==> src/rtl/cassette_writer_if.sv <==
// SDRAM write-port bundle between the cassette writer and the memory controller.
// Requests use toggle signalling: the writer flips sdram_req and the controller echoes it on sdram_ack.
interface cassette_writer_if;
  localparam int unsigned AW = 18;
  localparam int unsigned DW = 8;

  logic [AW-1:0] sdram_addr;
  logic [DW-1:0] sdram_data;
  logic          sdram_req;
  logic          sdram_ack;

  modport master (output sdram_addr, sdram_data, sdram_req, input sdram_ack);
  modport slave  (input sdram_addr, sdram_data, sdram_req, output sdram_ack);
endinterface

==> src/rtl/cassette_writer.sv <==
// SVI cassette recorder: decodes the FSK tape bit stream into framed bytes and
// streams each good byte to SDRAM over a toggle request/acknowledge handshake.
module cassette_writer #(
  parameter int unsigned THRESH  = 13333,
  parameter int unsigned MIN_PER = 4000,
  parameter int unsigned MAX_PER = 40000
) (
  input  logic               clk,
  input  logic               reset_n,
  input  logic               ce,
  input  logic               record,
  input  logic               rewind,
  input  logic               tape_in,
  cassette_writer_if.master  mem,
  output logic [17:0]        end_addr,
  output logic [2:0]         status
);

  localparam int unsigned AW = 18;
  localparam int unsigned DW = 8;
  localparam int unsigned CW = $clog2(MAX_PER + 2);
  localparam logic [CW-1:0] CNT_SAT  = CW'(MAX_PER + 1);
  localparam logic [CW-1:0] CNT_MIN  = CW'(MIN_PER);
  localparam logic [CW-1:0] CNT_THR  = CW'(THRESH);
  localparam logic [AW-1:0] ADDR_MAX = '1;

  typedef enum logic [1:0] {HUNT, DATA, STOP} state_e;

  logic          sync1_q, sync1_d, sync2_q, sync2_d, prev_q, prev_d;
  logic [CW-1:0] cnt_q, cnt_d;
  logic          valid_q, valid_d;
  logic          half_q, half_d;
  state_e        state_q, state_d;
  logic [2:0]    bitcnt_q, bitcnt_d;
  logic [DW-1:0] sr_q, sr_d;
  logic          commit_q, commit_d;
  logic          pending_q, pending_d;
  logic          req_q, req_d;
  logic [AW-1:0] addr_q, addr_d;
  logic [DW-1:0] data_q, data_d;
  logic [AW-1:0] wr_addr_q, wr_addr_d;
  logic          overrun_q, overrun_d;
  logic          full_q, full_d;
  logic          busy_q, busy_d;

  logic rise, timeout, accept, measured, have_bit, bit_val;

  always_comb begin
    sync1_d   = tape_in;
    sync2_d   = sync1_q;
    prev_d    = sync2_q;
    cnt_d     = cnt_q;
    valid_d   = valid_q;
    half_d    = half_q;
    state_d   = state_q;
    bitcnt_d  = bitcnt_q;
    sr_d      = sr_q;
    commit_d  = 1'b0;
    pending_d = pending_q;
    req_d     = req_q;
    addr_d    = addr_q;
    data_d    = data_q;
    wr_addr_d = wr_addr_q;
    overrun_d = overrun_q;
    full_d    = full_q;
    have_bit  = 1'b0;
    bit_val   = 1'b0;

    // A valid period ends at an edge that is neither a glitch nor past the timeout.
    rise     = sync2_q & ~prev_q;
    timeout  = (cnt_q == CNT_SAT);
    measured = rise & valid_q & ~timeout & (cnt_q >= CNT_MIN);
    accept   = rise & (~valid_q | timeout | (cnt_q >= CNT_MIN));

    if (ce && !timeout) cnt_d = cnt_q + CW'(1);
    if (timeout) begin
      state_d = HUNT;
      half_d  = 1'b0;
      valid_d = 1'b0;
    end
    if (accept) begin
      cnt_d   = '0;
      valid_d = 1'b1;
    end

    // One long period is a 0; two short periods are a 1; long after a lone short is a framing error.
    if (measured) begin
      if (cnt_q < CNT_THR) begin
        if (half_q) begin
          half_d   = 1'b0;
          have_bit = 1'b1;
          bit_val  = 1'b1;
        end else begin
          half_d = 1'b1;
        end
      end else if (half_q) begin
        half_d  = 1'b0;
        state_d = HUNT;
      end else begin
        have_bit = 1'b1;
      end
    end

    if (have_bit) begin
      unique case (state_q)
        HUNT: begin
          if (!bit_val) begin
            state_d  = DATA;
            bitcnt_d = 3'd0;
          end
        end
        DATA: begin
          sr_d     = {bit_val, sr_q[DW-1:1]};
          bitcnt_d = bitcnt_q + 3'd1;
          if (bitcnt_q == 3'd7) state_d = STOP;
        end
        STOP: begin
          state_d  = HUNT;
          commit_d = bit_val;
        end
        default: state_d = HUNT;
      endcase
    end

    if (!record) begin
      state_d  = HUNT;
      half_d   = 1'b0;
      valid_d  = 1'b0;
      commit_d = 1'b0;
    end

    if (pending_q && (mem.sdram_ack == req_q)) pending_d = 1'b0;

    // Only one request may be outstanding; the address never wraps.
    if (commit_q && !rewind) begin
      if (pending_q) begin
        overrun_d = 1'b1;
      end else if (wr_addr_q == ADDR_MAX) begin
        full_d = 1'b1;
      end else begin
        data_d    = sr_q;
        addr_d    = wr_addr_q;
        wr_addr_d = wr_addr_q + AW'(1);
        req_d     = ~req_q;
        pending_d = 1'b1;
      end
    end

    if (rewind) begin
      wr_addr_d = '0;
      overrun_d = 1'b0;
      full_d    = 1'b0;
      half_d    = 1'b0;
      state_d   = HUNT;
      valid_d   = 1'b0;
      commit_d  = 1'b0;
    end

    busy_d = (state_d != HUNT) | pending_d;
  end

  always_ff @(posedge clk) begin
    if (!reset_n) begin
      sync1_q   <= 1'b0;
      sync2_q   <= 1'b0;
      prev_q    <= 1'b0;
      cnt_q     <= '0;
      valid_q   <= 1'b0;
      half_q    <= 1'b0;
      state_q   <= HUNT;
      bitcnt_q  <= 3'd0;
      sr_q      <= '0;
      commit_q  <= 1'b0;
      pending_q <= 1'b0;
      req_q     <= 1'b0;
      addr_q    <= '0;
      data_q    <= '0;
      wr_addr_q <= '0;
      overrun_q <= 1'b0;
      full_q    <= 1'b0;
      busy_q    <= 1'b0;
    end else begin
      sync1_q   <= sync1_d;
      sync2_q   <= sync2_d;
      prev_q    <= prev_d;
      cnt_q     <= cnt_d;
      valid_q   <= valid_d;
      half_q    <= half_d;
      state_q   <= state_d;
      bitcnt_q  <= bitcnt_d;
      sr_q      <= sr_d;
      commit_q  <= commit_d;
      pending_q <= pending_d;
      req_q     <= req_d;
      addr_q    <= addr_d;
      data_q    <= data_d;
      wr_addr_q <= wr_addr_d;
      overrun_q <= overrun_d;
      full_q    <= full_d;
      busy_q    <= busy_d;
    end
  end

  assign mem.sdram_addr = addr_q;
  assign mem.sdram_data = data_q;
  assign mem.sdram_req  = req_q;
  assign end_addr       = wr_addr_q;
  assign status         = {overrun_q, full_q, busy_q};

endmodule
==> src/flat_wrapper.sv <==
// flat-port wrapper written by rule: the top's interface ports become plain ports
module cassette_writer_flat 
#(
  parameter int unsigned THRESH  = 13333,
  parameter int unsigned MIN_PER = 4000,
  parameter int unsigned MAX_PER = 40000
)
  (clk, reset_n, ce, record, rewind, tape_in, end_addr, status, mem_sdram_addr, mem_sdram_data, mem_sdram_req, mem_sdram_ack);
  cassette_writer_if mem_i ();
  input  logic clk;
  input  logic reset_n;
  input  logic ce;
  input  logic record;
  input  logic rewind;
  input  logic tape_in;
  output logic [17:0] end_addr;
  output logic [2:0] status;
  output wire logic [$bits(mem_i.sdram_addr)-1:0] mem_sdram_addr;
  output wire logic [$bits(mem_i.sdram_data)-1:0] mem_sdram_data;
  output wire logic [$bits(mem_i.sdram_req)-1:0] mem_sdram_req;
  input wire logic [$bits(mem_i.sdram_ack)-1:0] mem_sdram_ack;
  assign mem_sdram_addr = mem_i.sdram_addr;
  assign mem_sdram_data = mem_i.sdram_data;
  assign mem_sdram_req = mem_i.sdram_req;
  assign mem_i.sdram_ack = mem_sdram_ack;
  cassette_writer #(.THRESH(THRESH), .MIN_PER(MIN_PER), .MAX_PER(MAX_PER)) u_core (.clk(clk), .reset_n(reset_n), .ce(ce), .record(record), .rewind(rewind), .tape_in(tape_in), .mem(mem_i), .end_addr(end_addr), .status(status));
endmodule
==> config.mk <==
export PLATFORM = sky130hd
export DESIGN_NAME = cassette_writer_flat
export DESIGN_NICKNAME = d
export VERILOG_FILES = /design/src/rtl/cassette_writer_if.sv /design/src/rtl/cassette_writer.sv /design/src/flat_wrapper.sv
export SDC_FILE = /design/constraint.sdc
export NUM_CORES = 1
export LEC_CHECK = 0
export CORE_UTILIZATION = 58
export CTS_CLUSTER_DIAMETER = 200
export CTS_CLUSTER_SIZE = 25
export DETAILED_ROUTE_END_ITERATION = 16
export PLACE_DENSITY = 0.88
export SLEW_MARGIN = 20
export SYNTH_ARGS = -nofsm -noshare
export SYNTH_HDL_FRONTEND = slang
export SYNTH_SLANG_ARGS = --single-unit
==> constraint.sdc <==
create_clock -name clk -period 7.9 [get_ports clk]
set_input_delay 0.79 -clock clk [delete_from_list [all_inputs] [get_ports clk]]
set_output_delay 0.79 -clock clk [all_outputs]
set_load 0.03 [all_outputs]
==> impl_metrics.json <==
{
  "cts_hold_buf": 0,
  "power_mw": 0.771,
  "dpl.hpwl_um": 5340,
  "final_common_cell": "dfxtp_1",
  "power.density_nw_per_um2": 175,
  "final-seq-area_um2": 1680,
  "portBuffers": 54,
  "n_antenna_cell": 0,
  "p_leak_nw": 1.53,
  "initialDrtViolationCount": 163,
  "postPlaceCellArea_um2": 4190,
  "crit_type": "reg -> reg",
  "multi_input_area_um2": 1850,
  "cp-end-kind": "register",
  "fp.dieArea_um2": 6610,
  "boundaryPins": 55,
  "drive_gt1_share_pct": 6.26,
  "path_clk_slew_ps": 80,
  "drtPass1Iterations": 4,
  "routed_wirelength_um": 7720,
  "die_width_um": 81.3,
  "clockRootBuffer": "clkbuf_8",
  "required_ps": 8150,
  "drtAntennaViolNets": 0,
  "htree_levels": 3,
  "drc": 0,
  "relSlewSlack_pct": 43.7,
  "cts_resized": 0,
  "ir_drop_uv": 128,
  "grt_pass1_wl_um": 12800,
  "drv_slew": 0,
  "hold_slack_ps": 438,
  "antenna_found_initial": 0,
  "avgViaCountPerCell": 5.60,
  "syn_inst": 412,
  "wl_per_cell_um": 14.4,
  "cp.arrival_ps": 3220,
  "grt_max_degree": 69,
  "yosys_most_used_dff": "dfxtp_1",
  "start_util_pct": 60.9,
  "area_growth_pct": 20.6,
  "fin_tns_setup_ps": 0,
  "place.gp.congestion": 0.830,
  "ys_ff_latch": 84,
  "cts_buffer_depth": 2,
  "finalInstanceArea_um2": 4400,
  "grt_pass1_vias": 2717,
  "core.rowCount": 28,
  "cap_violations": 0,
  "fillCellCount": 439,
  "finalSetupViolCount": 0,
  "hold_viol": 0,
  "hp-class": "reg -> reg",
  "numCtsBuffers": 9,
  "overflow": 0,
  "cts_sinks": 84,
  "fin_crit_sh_pct": 37.7,
  "layout_common_cells": "84 x dfxtp_1, 53 x clkdlybuf4s50_1, 46 x nor2_1, 46 x nand3_1, 45 x nand2_1",
  "grtUsageTotal_pct": 25.5,
  "syn_area_um2": 3650,
  "critPathLaunchType": "register",
  "finalNetCount": 473,
  "syn_nets": 427,
  "cts_tree": "done",
  "syn_avg_cell_area_um2": 8.86,
  "rsz0062_at_grt": "no",
  "synthDistinctLibCells": 52,
  "seq_area_frac_synth_pct": 46.1,
  "status": "completed",
  "worst_pin_slew_ps": 841,
  "fin_skew_ps": 7.64,
  "ys_async_sr_fraction_pct": 0,
  "crit_fanout": 13,
  "core_um2": 5990,
  "clk_latency_ps": 350,
  "period_needed_ps": 2980,
  "synth_enable_flop_cells": 0,
  "post_cts_buffers": 0,
  "yosysWarnings": 0,
  "vias": 3011,
  "fin_util_pct": 73.5,
  "fmax_mhz": 336,
  "fp.dieH_um": 81.3
}
## final timing paths
kind,slack (ps),cells after the start,startpoint,to
min,440,1,u_core.sync1_q,u_core.prev_d
max reg2reg,4920,12,u_core.cnt_q[0],u_core.sr_q[5]
min reg2reg,440,1,u_core.sync1_q,u_core.prev_d
max,4920,12,u_core.cnt_q[0],u_core.sr_q[5]
## area by class of cell
type,instances,area share (%)
Clock buffer,12,3.07
Tap cell,75,2.13
Inverter,5,0.426
Timing Repair Buffer,56,12.5
Multi-Input combinational cell,302,42.0
Clock inverter,4,1.68
Sequential cell,84,38.2
## state kept, by name, indices dropped and copies added (netlist names)
register               flops
u_core.prev_d              1
u_core.full_q              1
u_core.busy_q              1
u_core.mem.sdram_addr     18
u_core.mem.sdram_req       1
u_core.commit_q            1
u_core.pending_q           1
u_core.bitcnt_q            3
u_core.sr_q                8
u_core.overrun_q           1
u_core.valid_q             1
u_core.prev_q              1
u_core.sync1_q             1
u_core.half_q              1
u_core.mem.sdram_data      8
u_core.state_q             2
u_core.cnt_q              16
u_core.end_addr           18
## Yosys cell counts (3+ instances only)
master    count  share of area (%)
and2_1        6                1.0
ha_1          8                2.7
nor3_1        6               0.82
nand3_1      46                6.3
nand2b_1      3               0.51
or3_1         5               0.86
xnor2_1      18                4.3
nor2_1       46                4.7
clkbuf_1     14                1.4
and3_1        4               0.69
nand4_1       6                1.0
o21ai_0      19                2.6
nand2_1      45                4.6
a21oi_1      10                1.4
nor2b_1      15                2.6
inv_1         5               0.51
nor3b_1       4               0.82
buf_2         3               0.41
dfxtp_1      84                 46
o211ai_1      4               0.82
mux2i_1       9                2.5
nor4_1        5               0.86
xor2_1       12                2.9
buf_4         3               0.62
## worst max-delay path, cell delays in order (launching register included)
cell,delay [ps]
dfxtp_1,380
inv_1,100
ha_1,200
nor2b_1,90
o21ai_0,70
a32oi_1,330
inv_1,80
ha_1,290
nor2b_1,140
nand4_2,190
nor3b_4,640
mux2i_1,280
nor2b_1,70
## report_power, final
part | internal (mW) | leakage (nW) | switching (mW)
Clock | 0.179 | 0.105 | 0.148
Sequential | 0.424 | 0.677 | 0.00118
Combinational | 0.00666 | 0.753 | 0.0123
Total | 0.610 | 1.53 | 0.161
## metrics by stage
step | cells | setup WS (ps)
final | 538 | 4920
after floorplan | 412 | 5360
after detailed placement | 522 | 4920
after global placement | 522 | 4990
after CTS | 538 | 4900
after global routing | 538 | 4670
## kinds of logic after synthesis
| kind of cell | Yosys count | share of synthesized area (%) |
|---|---|---|
| and+or+nand+nor | 206 | 29.3 |
| DFF | 84 | 46.1 |
| AOI/OAI and AO/OA | 49 | 8.95 |
| xor gates and xnor gates | 30 | 7.20 |
| buffers and inverters | 26 | 3.29 |
| muxes | 9 | 2.47 |
| adders and majority gates | 8 | 2.74 |
## routing by layer
layer  vias up  part of all wire [%]  GRT usage (%)
li1       1513                     -              -
met1      1426                    45           31.8
met2        61                    49           42.3
met3        11                   4.0           5.17
met4         0                   1.8           11.3
met5         -                     0              0
Power figures use the tool's default switching activity.
